**src/rtl/parking_gate_scheduler_pkg.sv**
```systemverilog
// Shared types and default timing for the parking gate scheduler.
// Imported by the interface, the occupancy counter and the top-level FSM.
package parking_pkg;

  typedef enum logic [1:0] {
    IDLE  = 2'd0,
    AUTH  = 2'd1,
    OPEN  = 2'd2,
    CLOSE = 2'd3
  } gate_state_e;

  typedef enum logic {
    ENTRY = 1'b0,
    EXIT  = 1'b1
  } lane_e;

  localparam int DEFAULT_CAPACITY    = 8;
  localparam int DEFAULT_AUTH_CYCLES = 16;
  localparam int DEFAULT_OPEN_CYCLES = 64;

  // Width that can hold the last value of either phase timer.
  function automatic int timer_width(input int auth_cycles, input int open_cycles);
    int longest;
    longest = (auth_cycles > open_cycles) ? auth_cycles : open_cycles;
    return $clog2(longest + 1);
  endfunction

endpackage

```
**src/rtl/parking_gate_scheduler_if.sv**
```systemverilog
// Lane-sensor / actuator bundle between the car park front end and the scheduler.
// The master side drives sensor events; the slave side (scheduler) drives gate and status.
interface parking_gate_scheduler_if #(
  parameter int CAPACITY = parking_pkg::DEFAULT_CAPACITY
);
  localparam int CW = $clog2(CAPACITY + 1);

  logic          entry_req;
  logic          exit_req;
  logic          pass_ok;
  logic          gate_clear;
  logic          entry_grant;
  logic          exit_grant;
  logic          gate_open;
  logic          deny;
  logic          timeout_err;
  logic [CW-1:0] occupancy;
  logic          full;
  logic          empty;

  modport master (
    output entry_req, exit_req, pass_ok, gate_clear,
    input  entry_grant, exit_grant, gate_open, deny, timeout_err,
    input  occupancy, full, empty
  );

  modport slave (
    input  entry_req, exit_req, pass_ok, gate_clear,
    output entry_grant, exit_grant, gate_open, deny, timeout_err,
    output occupancy, full, empty
  );

endinterface

```
**src/rtl/parking_gate_scheduler_occupancy_counter.sv**
```systemverilog
// Saturating count of vehicles inside the lot, with full/empty flags decoded
// from the registered count so they move in the same cycle as the count.
module occupancy_counter #(
  parameter int CAPACITY = parking_pkg::DEFAULT_CAPACITY,
  localparam int CW      = $clog2(CAPACITY + 1)
) (
  input  logic          clk,
  input  logic          rst,
  input  logic          inc,
  input  logic          dec,
  output logic [CW-1:0] count,
  output logic          full,
  output logic          empty
);

  localparam logic [CW-1:0] FULL_COUNT = CW'(CAPACITY);

  always_ff @(posedge clk or negedge rst) begin
    if (!rst) begin
      count <= '0;
    end else if (inc && (count != FULL_COUNT)) begin
      count <= count + 1'b1;
    end else if (dec && (count != '0)) begin
      count <= count - 1'b1;
    end
  end

  assign full  = (count == FULL_COUNT);
  assign empty = (count == '0);

endmodule

```
**src/rtl/parking_gate_scheduler.sv**
```systemverilog
// Single barrier shared by entry and exit lanes: arbitrate, authenticate entries,
// hold the gate open until the car passes or the open window expires, then close.
module parking_gate_scheduler
  import parking_pkg::*;
#(
  parameter int CAPACITY    = DEFAULT_CAPACITY,
  parameter int AUTH_CYCLES = DEFAULT_AUTH_CYCLES,
  parameter int OPEN_CYCLES = DEFAULT_OPEN_CYCLES
) (
  input  logic                     clk,
  input  logic                     rst,
  parking_gate_scheduler_if.slave  bus
);

  localparam int CW = $clog2(CAPACITY + 1);
  localparam int TW = timer_width(AUTH_CYCLES, OPEN_CYCLES);
  localparam logic [TW-1:0] AUTH_LAST = TW'(AUTH_CYCLES - 1);
  localparam logic [TW-1:0] OPEN_LAST = TW'(OPEN_CYCLES - 1);

  gate_state_e   state, state_nxt;
  lane_e         cur_lane, cur_lane_nxt;
  lane_e         last_served, last_served_nxt;
  logic [TW-1:0] timer, timer_nxt;
  logic [1:0]    deny_hold, deny_hold_nxt;

  logic entry_grant_q, exit_grant_q, gate_open_q, deny_q, timeout_q;
  logic entry_grant_nxt, exit_grant_nxt, gate_open_nxt, deny_nxt, timeout_nxt;

  logic          inc, dec;
  logic          entry_ok, exit_ok;
  logic [CW-1:0] count;
  logic          is_full, is_empty;

  occupancy_counter #(.CAPACITY(CAPACITY)) u_count (
    .clk   (clk),
    .rst   (rst),
    .inc   (inc),
    .dec   (dec),
    .count (count),
    .full  (is_full),
    .empty (is_empty)
  );

  assign entry_ok = bus.entry_req && !is_full;
  assign exit_ok  = bus.exit_req  && !is_empty;

  always_ff @(posedge clk or negedge rst) begin
    if (!rst) begin
      state         <= IDLE;
      cur_lane      <= ENTRY;
      last_served   <= EXIT;
      timer         <= '0;
      deny_hold     <= '0;
      entry_grant_q <= 1'b0;
      exit_grant_q  <= 1'b0;
      gate_open_q   <= 1'b0;
      deny_q        <= 1'b0;
      timeout_q     <= 1'b0;
    end else begin
      state         <= state_nxt;
      cur_lane      <= cur_lane_nxt;
      last_served   <= last_served_nxt;
      timer         <= timer_nxt;
      deny_hold     <= deny_hold_nxt;
      entry_grant_q <= entry_grant_nxt;
      exit_grant_q  <= exit_grant_nxt;
      gate_open_q   <= gate_open_nxt;
      deny_q        <= deny_nxt;
      timeout_q     <= timeout_nxt;
    end
  end

  always_comb begin
    state_nxt       = state;
    cur_lane_nxt    = cur_lane;
    last_served_nxt = last_served;
    timer_nxt       = timer;
    deny_hold_nxt   = 2'd0;
    deny_nxt        = 1'b0;
    timeout_nxt     = 1'b0;
    inc             = 1'b0;
    dec             = 1'b0;

    case (state)
      IDLE: begin
        timer_nxt = '0;
        // A held refusal re-pulses deny only every fourth cycle.
        if (bus.entry_req && is_full) begin
          if (deny_hold == 2'd0) begin
            deny_nxt      = 1'b1;
            deny_hold_nxt = 2'd3;
          end else begin
            deny_hold_nxt = deny_hold - 2'd1;
          end
        end
        if (entry_ok && (!exit_ok || (last_served == EXIT))) begin
          state_nxt    = AUTH;
          cur_lane_nxt = ENTRY;
        end else if (exit_ok) begin
          state_nxt    = OPEN;
          cur_lane_nxt = EXIT;
        end
      end

      AUTH: begin
        if (bus.pass_ok) begin
          state_nxt = OPEN;
          timer_nxt = '0;
        end else if (timer == AUTH_LAST) begin
          deny_nxt        = 1'b1;
          last_served_nxt = ENTRY;
          state_nxt       = IDLE;
          timer_nxt       = '0;
        end else begin
          timer_nxt = timer + 1'b1;
        end
      end

      OPEN: begin
        // The count moves on the same edge the gate starts closing.
        if (bus.gate_clear) begin
          inc       = (cur_lane == ENTRY);
          dec       = (cur_lane == EXIT);
          state_nxt = CLOSE;
          timer_nxt = '0;
        end else if (timer == OPEN_LAST) begin
          timeout_nxt = 1'b1;
          state_nxt   = CLOSE;
          timer_nxt   = '0;
        end else begin
          timer_nxt = timer + 1'b1;
        end
      end

      CLOSE: begin
        last_served_nxt = cur_lane;
        state_nxt       = IDLE;
      end

      default: begin
        state_nxt = IDLE;
      end
    endcase

    entry_grant_nxt = (state_nxt == AUTH) ||
                      ((state_nxt == OPEN) && (cur_lane_nxt == ENTRY));
    exit_grant_nxt  = (state_nxt == OPEN) && (cur_lane_nxt == EXIT);
    gate_open_nxt   = (state_nxt == OPEN);
  end

  assign bus.entry_grant = entry_grant_q;
  assign bus.exit_grant  = exit_grant_q;
  assign bus.gate_open   = gate_open_q;
  assign bus.deny        = deny_q;
  assign bus.timeout_err = timeout_q;
  assign bus.occupancy   = count;
  assign bus.full        = is_full;
  assign bus.empty       = is_empty;

endmodule

```
**src/flat_wrapper.sv**
```systemverilog
// flat-port wrapper written by rule: the top's interface ports become plain ports
module parking_gate_scheduler_flat import parking_pkg::*;
#(
  parameter int CAPACITY    = DEFAULT_CAPACITY,
  parameter int AUTH_CYCLES = DEFAULT_AUTH_CYCLES,
  parameter int OPEN_CYCLES = DEFAULT_OPEN_CYCLES
)
  (clk, rst, bus_entry_req, bus_exit_req, bus_pass_ok, bus_gate_clear, bus_entry_grant, bus_exit_grant, bus_gate_open, bus_deny, bus_timeout_err, bus_occupancy, bus_full, bus_empty);
  parking_gate_scheduler_if #(.CAPACITY(CAPACITY)) bus_i ();
  input  logic clk;
  input  logic rst;
  input wire logic [$bits(bus_i.entry_req)-1:0] bus_entry_req;
  input wire logic [$bits(bus_i.exit_req)-1:0] bus_exit_req;
  input wire logic [$bits(bus_i.pass_ok)-1:0] bus_pass_ok;
  input wire logic [$bits(bus_i.gate_clear)-1:0] bus_gate_clear;
  output wire logic [$bits(bus_i.entry_grant)-1:0] bus_entry_grant;
  output wire logic [$bits(bus_i.exit_grant)-1:0] bus_exit_grant;
  output wire logic [$bits(bus_i.gate_open)-1:0] bus_gate_open;
  output wire logic [$bits(bus_i.deny)-1:0] bus_deny;
  output wire logic [$bits(bus_i.timeout_err)-1:0] bus_timeout_err;
  output wire logic [$bits(bus_i.occupancy)-1:0] bus_occupancy;
  output wire logic [$bits(bus_i.full)-1:0] bus_full;
  output wire logic [$bits(bus_i.empty)-1:0] bus_empty;
  assign bus_i.entry_req = bus_entry_req;
  assign bus_i.exit_req = bus_exit_req;
  assign bus_i.pass_ok = bus_pass_ok;
  assign bus_i.gate_clear = bus_gate_clear;
  assign bus_entry_grant = bus_i.entry_grant;
  assign bus_exit_grant = bus_i.exit_grant;
  assign bus_gate_open = bus_i.gate_open;
  assign bus_deny = bus_i.deny;
  assign bus_timeout_err = bus_i.timeout_err;
  assign bus_occupancy = bus_i.occupancy;
  assign bus_full = bus_i.full;
  assign bus_empty = bus_i.empty;
  parking_gate_scheduler #(.CAPACITY(CAPACITY), .AUTH_CYCLES(AUTH_CYCLES), .OPEN_CYCLES(OPEN_CYCLES)) u_core (.clk(clk), .rst(rst), .bus(bus_i));
endmodule
```
**config.mk**
```make
export PLATFORM = sky130hd
export DESIGN_NAME = parking_gate_scheduler_flat
export DESIGN_NICKNAME = d
export VERILOG_FILES = /design/src/rtl/parking_gate_scheduler_pkg.sv /design/src/rtl/parking_gate_scheduler_if.sv /design/src/rtl/parking_gate_scheduler_occupancy_counter.sv /design/src/rtl/parking_gate_scheduler.sv /design/src/flat_wrapper.sv
export SDC_FILE = /design/constraint.sdc
export NUM_CORES = 1
export LEC_CHECK = 0
export CORE_MARGIN = 3
export CORE_UTILIZATION = 35
export CTS_BUF_LIST = sky130_fd_sc_hd__clkbuf_2 sky130_fd_sc_hd__clkbuf_4 sky130_fd_sc_hd__clkbuf_8
export DETAILED_ROUTE_END_ITERATION = 12
export GPL_TIMING_DRIVEN = 1
export PLACE_DENSITY = 0.58
export REMOVE_ABC_BUFFERS = 1
export SETUP_SLACK_MARGIN = 0.02
export SLEW_MARGIN = 20
export SYNTH_ARGS = -nofsm -noshare
export SYNTH_HDL_FRONTEND = slang
export SYNTH_SLANG_ARGS = --single-unit
```
**constraint.sdc**
```tcl
create_clock -name clk -period 3 [get_ports clk]
set_input_delay 0.45 -clock clk [delete_from_list [all_inputs] [get_ports clk]]
set_output_delay 0.45 -clock clk [all_outputs]
set_load 0.01 [all_outputs]
```
Word level (Yosys, flattened, before mapping). Cells that the tools add are included.

Memory bits (read-only): 0. Flip-flop bits (word level): 22. Output and inout port bits: 11. Word-level logic and storage cells: 84. Bits in latches: 0. Memories: 0. Input port bits: 6. Memory bits (writable): 0.

$add $sub $neg: 4. Bitwise logic cells: 2. $lt $le $gt $ge: 0. Reduce and logical (&&, ||, !) cells: 21. $mul: 0. Multiplexer cells: 35. Eq/ne operators: 11. Div/mod/pow operators: 0. Shift-type cells: 0.

Operators with widths (count): 7-bit 2-to-1 mux (4); 7-bit case mux with 3 select lines (1); 2-bit 2-to-1 mux (9); 1-bit 2-to-1 mux (16); 1-bit logical AND (8); 4-bit 2-to-1 mux (2); 2-bit case mux with 4 select lines (1); 7-bit by 1-bit adder with 7-bit output (second input constant) (1); 7-bit by 4-bit == test with 1-bit output (second input constant) (1); 7-bit by 6-bit == test with 1-bit output (second input constant) (1); 2-bit == test (second input constant) (3); 4-bit by 1-bit adder with 4-bit output (second input constant) (1); 2-bit by 1-bit == test with 1-bit output (second input constant) (2); 4-bit == test (second input constant) (1); 2-bit zero test (2); 4-bit zero test (1); 4-bit inequality test (second input constant) (1); 1-bit case mux with 2 select lines (2); 2-bit nonzero test (2); 4-bit nonzero test (1); 4-bit by 1-bit subtractor with 4-bit output (second input constant) (1); 1-bit zero test (3); 3-bit AND reduction (1); 3-bit nonzero test (1); 5 further kinds (7).

Depth between registers and ports, before layout. Gate-level depths: netlist (run 1).

Depth in word-level cells: 11. Mapped depth: 10. Gate-level depth less buffers: 10.

By module. A second synthesis (run 1) with hierarchy kept.

Cell total of the unflattened synthesis: 134. Area total of the unflattened synthesis: 1337.5 µm².

By module, submodules not included: parking_gate_scheduler (times used 1, area each 1044.8 µm², cells each 103, seq. area each 451.7 µm²); occupancy_counter (times used 1, area each 292.8 µm², cells each 31, seq. area each 100.1 µm²).

Least setup slack after synthesis (run 1). OpenSTA, ideal clock, no wires.

Path type: register -> register. From: register u_core.state[0]. To: register u_core.u_count.count[3]. Library setup time: 0.132 ns. Data required time: 2.868 ns. Clock period less this slack: 2.459 ns. Buffers on the path: 0. Stages on the path, launching flop included: 11. Slack: 0.541 ns. Arrival time: 2.327 ns. Path through: dfrtp_1 inv_1 ha_1 nand2_1 or3_2 ha_1 a21o_2 a21oi_1 mux2i_1 o21ai_0 o31ai_1.

Cells in the longest elaborated chain, start to end: 4. Elaborated cells between the ends (all ways): 7. Classes of those cells: 1 x eq/ne; 3 x mux; 3 x reduce/logical.

RTL lines: from (decl) (line parking_gate_scheduler.sv:20) `gate_state_e state, state_nxt;`; from (signal assigned) (line parking_gate_scheduler.sv:60) `state <= state_nxt;`; 2-bit == test (*) (line parking_gate_scheduler.sv:84) `case (state)`; 1-bit 2-to-1 mux (line parking_gate_scheduler.sv:84); 1-bit logical AND (on tied branches) (line parking_gate_scheduler_occupancy_counter.sv:21, parking_gate_scheduler_occupancy_counter.sv:23); 4-bit 2-to-1 mux / 2-bit nonzero test (equally long branches); to (signal assigned) (line parking_gate_scheduler_occupancy_counter.sv:22) `count <= count + 1'b1;`; to (signal assigned) (line parking_gate_scheduler_occupancy_counter.sv:24) `count <= count - 1'b1;`; to (decl) (line parking_gate_scheduler_occupancy_counter.sv:11) `output logic [CW-1:0] count,`.

Every way passes the cells marked *; elsewhere a longest branch is shown, timed or not. A chain may end at the register's enable or synchronous reset.

Worst setup path after layout (run 1). Ends and elaborated chain as after synthesis.

==> impl_results.md, run 1 <==
* Status: completed
* Post-Syn Area per Cell at 9.595 um2
* Most common cell after layout, fill and taps aside: dfrtp_1
* Worst Path Required at 3.15 ns
* Reg2reg path depth at 10
* Global route overflow at 0
* Clk_lat worst skew at 0.27 ns
* Min-Delay Path Depth at 1
* WHS Endpoint: u_core.deny_hold[0]
* Fmax at 368.5 MHz
* Number of flops mapped to enable cells by yosys at 0
* Slew HR at 68.45%
* Drt wl/cell at 12.94 um
* RSZ-0062 raised after global routing: no
* Synth warnings at 0
* Gpl congestion at 0.7834
* Antenna violations before repair at 0
* Gr usage total at 12.39%
* Least-Margin Pin Slew at 0.4683 ns
* Post-layout min period at 2.714 ns
* Power Dens Cells at 924.9 nW/um2
* Antenna-violating nets left at 0
* Hold Vio Cnt, Final at 0
* DRT Pass-1 Iters at 4
* Critical Path Sink Type: register
* Routed WL at 2.692 mm
* I/O Pins at 17
* CTS resizes at 0
* Worst Path Buf+Inv at 1
* Crit Path Max Fanout at 5
* Seq/Total Area, Yosys at 40.50%
* DRT iter0 DRCs at 37
* CTS max path bufs at 2
* Max-Cap Viols at 0
* Max-slew violation count at 0
* CP max-delay cell: or3_2
* Cts hold-fix bufs at 0
* Initial core utilization at 36.67%
* Setup_tns at 0 ns
* Final setup fails at 0
* CP most frequent cell: ha_1
* Most frequent cells in the layout: dfrtp_1, clkdlybuf4s50_1, nand2_1
* PnR Total Power at 0.001519 W
* Final core utilization at 44.21%
* Die height at 68.40 um
* Die area at 4678 um2
* # rows at 22
* # DRC at 0
* CP startpoint kind: register
* Worst min path class: register to register
* Period Utilization, post-route at 90.45%
* Clock Tree Root: clkbuf_8
* TritonCTS clock tree: built
* Hold_sp: u_core.deny_hold[0]
* Largest net degree at the start of global routing at 23
* Cell variety after synth at 43
* TritonCTS Buffers at 3
* Nets at 178
* Port Buf Inserts at 16
* Hpwl dp at 2.017 mm
* R2R Setup Slk at 0.29 ns
* Ys async rst share at 100.0%
* CTS clock-pin slew for the worst setup and hold paths at 0.09 ns
* Clock skew at 0.007568 ns
* Hold_ws at 0.4559 ns
* Vias at 1,095
* Core Area at 3716 um2
* Area grow syn2layout at 20.57%
* Worst r2r dst: u_core.u_count.count[3]
* Die W at 68.40 um
* Number of global-route vias before repair at 975
* H-tree levels at 1
* CTS sink count at 22
* Leak pwr at 0.7201 nW
* Post-CTS setup repair buffer count at 0
* Cell family with most CP delay: compound AO/OA/AOI/OAI gates
* FF+latch count, synth at 22
* Share of cells above drive strength 1 at 8.750%
* CP max stage delay at 0.48 ns
* Most used DFF post-synth: dfrtp_1
* Critical path type: register to register
* First-pass GRT wire length at 4.367 mm
* Cell Area, Synth at 1363 um2
* Data arrival time of the worst path at 2.87 ns
* Gate Count Post-Synth at 142
* R2r startpoint: u_core.state[0]
* Drt via density at 5.264
* VDD IR-drop max at 0.0002756 V
* Critical-path cell list: inv_1 > ha_1 > nand2_1 > or3_2 > ha_1 > a21o_2 > a21oi_1 > mux2i_1 > o21ai_0 > o31ai_1
* Diode count at 0
* Fillers at 369
how the worst max path moves through the flow:
stage / cells past startpoint / to / startpoint / slack (ns)
floorplan: 10 / u_core.u_count.count[3] / u_core.state[0] / 0.55
global route: 10 / u_core.u_count.count[3] / u_core.state[0] / 0.06
detailed placement: 9 / u_core.u_count.count[3] / bus_gate_clear / 0.13
CTS: 10 / u_core.u_count.count[3] / u_core.state[0] / 0.28
finish: 10 / u_core.u_count.count[3] / u_core.state[0] / 0.29
global placement: 9 / u_core.u_count.count[3] / bus_gate_clear / 0.24
state kept, by name (all words and copies together) (netlist names):
| register | cells |
|---|---|
| u_core.deny_hold | 2 |
| u_core.bus.exit_grant | 1 |
| u_core.bus.entry_grant | 1 |
| u_core.bus.gate_open | 1 |
| u_core.bus.timeout_err | 1 |
| u_core.state | 2 |
| u_core.u_count.count | 4 |
| u_core.bus.deny | 1 |
| u_core.timer | 7 |
| u_core.cur_lane | 1 |
| u_core.last_served | 1 |
Yosys cell counts, drive strengths merged (2+ instances only):
cell type	number	area [um2]
a211oi	2	15.01
a21o	5	38.79
a21oi	9	45.04
and2	2	15.02
clkbuf	2	7.510
dfrtp	21	525.5
ha	10	125.1
inv	9	33.78
mux2i	2	20.02
nand2	15	56.30
nand2b	3	18.77
nand3	5	25.02
nor2	8	30.03
nor2b	5	31.28
nor3	4	20.02
o211ai	2	15.01
o21ai	11	55.05
o221ai	2	17.52
o31ai	2	15.01
or3	3	20.02
xor2	2	17.52
worst reg2reg max path, stage by stage (launching register included):
cell and delay, ns:
dfrtp_1 0.44, inv_1 0.17, ha_1 0.25, nand2_1 0.13, or3_2 0.48, ha_1 0.29
a21o_2 0.21, a21oi_1 0.27, mux2i_1 0.11, o21ai_0 0.15, o31ai_1 0.09
final cells by class:
| class | count | area [um2] | share of cell area [%] |
|---|---|---|---|
| Sequential cell | 22 | 551.8 | 33.59 |
| Inverter | 9 | 33.78 | 2.056 |
| Clock inverter | 1 | 30.03 | 1.828 |
| Clock buffer | 3 | 41.29 | 2.513 |
| Timing Repair Buffer | 17 | 167.7 | 10.21 |
| Multi-Input combinational cell | 108 | 758.2 | 46.15 |
| Tap cell | 48 | 60.06 | 3.656 |
cell families (layout without fill, tap and decap cells):
kind of cell               count (synthesis)  after routing  synth area share (%)
and+or+nand+nor                           52             52                 21.40
AOI/OAI and AO/OA                         39             39                 19.10
DFF                                       22             22                 40.50
buffers and inverters                     12             30                 3.857
adders and majority gates                 11             11                 10.65
xor gates and xnor gates                   3              3                 1.929
muxes                                      3              3                 2.571
per-stage QoR:
stage	area (um2)	worst slack, ns	instances
finish	1643	0.2865	208
global route	1643	0.06020	208
CTS	1643	0.2845	208
detailed placement	1572	0.1293	204
global placement	1572	0.2380	204
floorplan	1344	0.5453	139
layer usage:
| layer | share of wire [%] | track usage [%] |
|---|---|---|
| met1 | 47 | 16.25 |
| met2 | 47 | 19.79 |
| met3 | 4.9 | 2.627 |
| met4 | 0.67 | 4.715 |
| met5 | 0 | 0 |
where the power goes:
part | switching, W | leakage, nW | internal (W) | total [W]
registers | 0.000129 | 0.285 | 0.000384 | 0.000513
clock network | 0.000103 | 0.0357 | 0.000178 | 0.000281
logic | 0.000353 | 0.399 | 0.000373 | 0.000725
total | 0.000584 | 0.720 | 0.000935 | 0.00152
(Power assumes the default switching activity.)
==> run 2, diff against run 1 <==
Settings changed: CORE_MARGIN 3 to unset.
==> impl_results.md, run 2 (synthesis gave the netlist of run 1 again) <==
* Status: completed
* Final core utilization at 44.23%
* Critical path type: register to register
* First-pass GRT wire length at 4.885 mm
* CP startpoint kind: register
* Min-Delay Path Depth at 1
* Vias at 1,097
* Critical-path cell list: inv_1 > ha_1 > nand2_1 > or3_2 > ha_1 > a21o_2 > a21oi_2 > mux2i_1 > o21ai_0 > o31ai_1
* Global route overflow at 0
* Cts hold-fix bufs at 0
* Die height at 64.40 um
* Diode count at 0
* CTS max path bufs at 2
* Port Buf Inserts at 16
* DRT iter0 DRCs at 73
* Clk_lat worst skew at 0.26 ns
* Least-Margin Pin Slew at 0.5241 ns
* Largest Register: u_core.timer
* Most frequent cells in the layout: dfrtp_1, clkdlybuf4s50_1, nand2_1
* Largest net degree at the start of global routing at 23
* Initial core utilization at 36.94%
* Post-CTS setup repair buffer count at 0
* DRT Pass-1 Iters at 4
* Worst r2r dst: u_core.u_count.count[3]
* Data arrival time of the worst path at 2.87 ns
* Die area at 4147 um2
* WHS Endpoint: u_core.deny_hold[0]
* Hpwl dp at 2.128 mm
* Finished Layout Cells at 209
* Leak pwr at 0.7160 nW
* Die W at 64.40 um
* CTS sink count at 22
* RSZ-0062 raised after global routing: no
* Area grow syn2layout at 19.74%
* R2r startpoint: u_core.state[0]
* Fillers at 364
* Drt wl/cell at 13.46 um
* Clock Tree Root: clkbuf_8
* Period Utilization, post-route at 90.90%
* Drt via density at 5.249
* Power Dens Cells at 900.6 nW/um2
* Critical Path Sink Type: register
* Share of cells above drive strength 1 at 9.938%
* Max FFs per register at 7
* TritonCTS Buffers at 3
* Worst min path class: register to register
* Hold Vio Cnt, Final at 0
* VDD IR-drop max at 0.0004008 V
* Pre-CTS WS at 0.05039 ns
* Number of global-route vias before repair at 1,065
* Setup_tns at 0 ns
* CP most frequent cell: ha_1
* Core Area at 3689 um2
* Final worst setup slack at 0.2729 ns
* Fmax at 366.7 MHz
* # DRC at 0
* Clock skew at 0.003463 ns
* Max-slew violation count at 0
* I/O Pins at 17
* # rows at 22
* CP max stage delay at 0.48 ns
* TritonCTS clock tree: built
* Routed WL at 2.813 mm
* H-tree levels at 1
* CTS clock-pin slew for the worst setup and hold paths at 0.08 ns
* Final setup fails at 0
* Largest registers: u_core.timer: 7 flops, u_core.u_count.count: 4 flops
* Post-layout min period at 2.727 ns
* R2R Setup Slk at 0.27 ns
* Antenna violations before repair at 0
* Nets at 179
* Worst Path Required at 3.14 ns
* Crit Path Max Fanout at 5
* Max-Cap Viols at 0
* Gpl congestion at 0.8585
* Hold_sp: u_core.deny_hold[0]
* CP max-delay cell: or3_2
* Gr usage total at 15.02%
* DP Cell Count at 205
* Reg2reg path depth at 10
* Hold_ws at 0.4612 ns
* Antenna-violating nets left at 0
* Slew HR at 64.69%
* Most common cell after layout, fill and taps aside: dfrtp_1
## run 2: power by group
group          internal, W  total [W]  switching (W)
clock network     0.000104   0.000198      0.0000947
registers         0.000384   0.000520       0.000135
logic             0.000381   0.000751       0.000370
total             0.000869    0.00147       0.000600
## run 2: final cells by class
type	instances	area (um2)	area share (%)
Sequential cell	22	551.8	33.82
Tap cell	48	60.06	3.681
Inverter	9	33.78	2.071
Clock buffer	4	48.80	2.991
Timing Repair Buffer	18	175.2	10.74
Multi-Input combinational cell	108	762.0	46.70
## run 2: worst max-delay path by stage
stage	endpoint	from	cells past startpoint	slack [ns]
after global placement	u_core.u_count.count[3]	bus_gate_clear	9	0.26
after detailed placement	u_core.u_count.count[3]	bus_gate_clear	9	0.05
after global routing	u_core.u_count.count[3]	u_core.state[0]	10	0.08
after floorplan	u_core.u_count.count[3]	u_core.state[0]	10	0.55
after CTS	u_core.u_count.count[3]	u_core.state[0]	10	0.19
final	u_core.u_count.count[3]	u_core.state[0]	10	0.27
## run 2: stage by stage
stage	cell area [um2]	total power, W
after global placement	1579	0.001238
after detailed placement	1579	0.001270
final	1632	0.001469
after floorplan	1344	0.001016
after CTS	1628	0.001473
after global routing	1632	0.001597
## run 2: per-layer routing
metal  up-vias  GRT usage (%)  part of all wire (%)
met2        15          23.95                    47
met4         0          3.611                  0.53
li1        545              -                     -
met5         -              0                     0
met3         2          3.929                   3.1
met1       535          20.11                    49
## run 2: repair_timing
item / CTS / global route
endpoints found under the hold margin: 0 / 0
setup endpoints to repair: 0 / 1
resized for setup: 0 / 1
## run 2: critical path, delay by kind of cell, from the launching register on
family,cells,cell delay (ns)
adders and majority gates,2,0.53
and+or+nand+nor,2,0.63
muxes,1,0.12
DFF,1,0.44
buffers and inverters,1,0.16
AOI/OAI and AO/OA,4,0.72
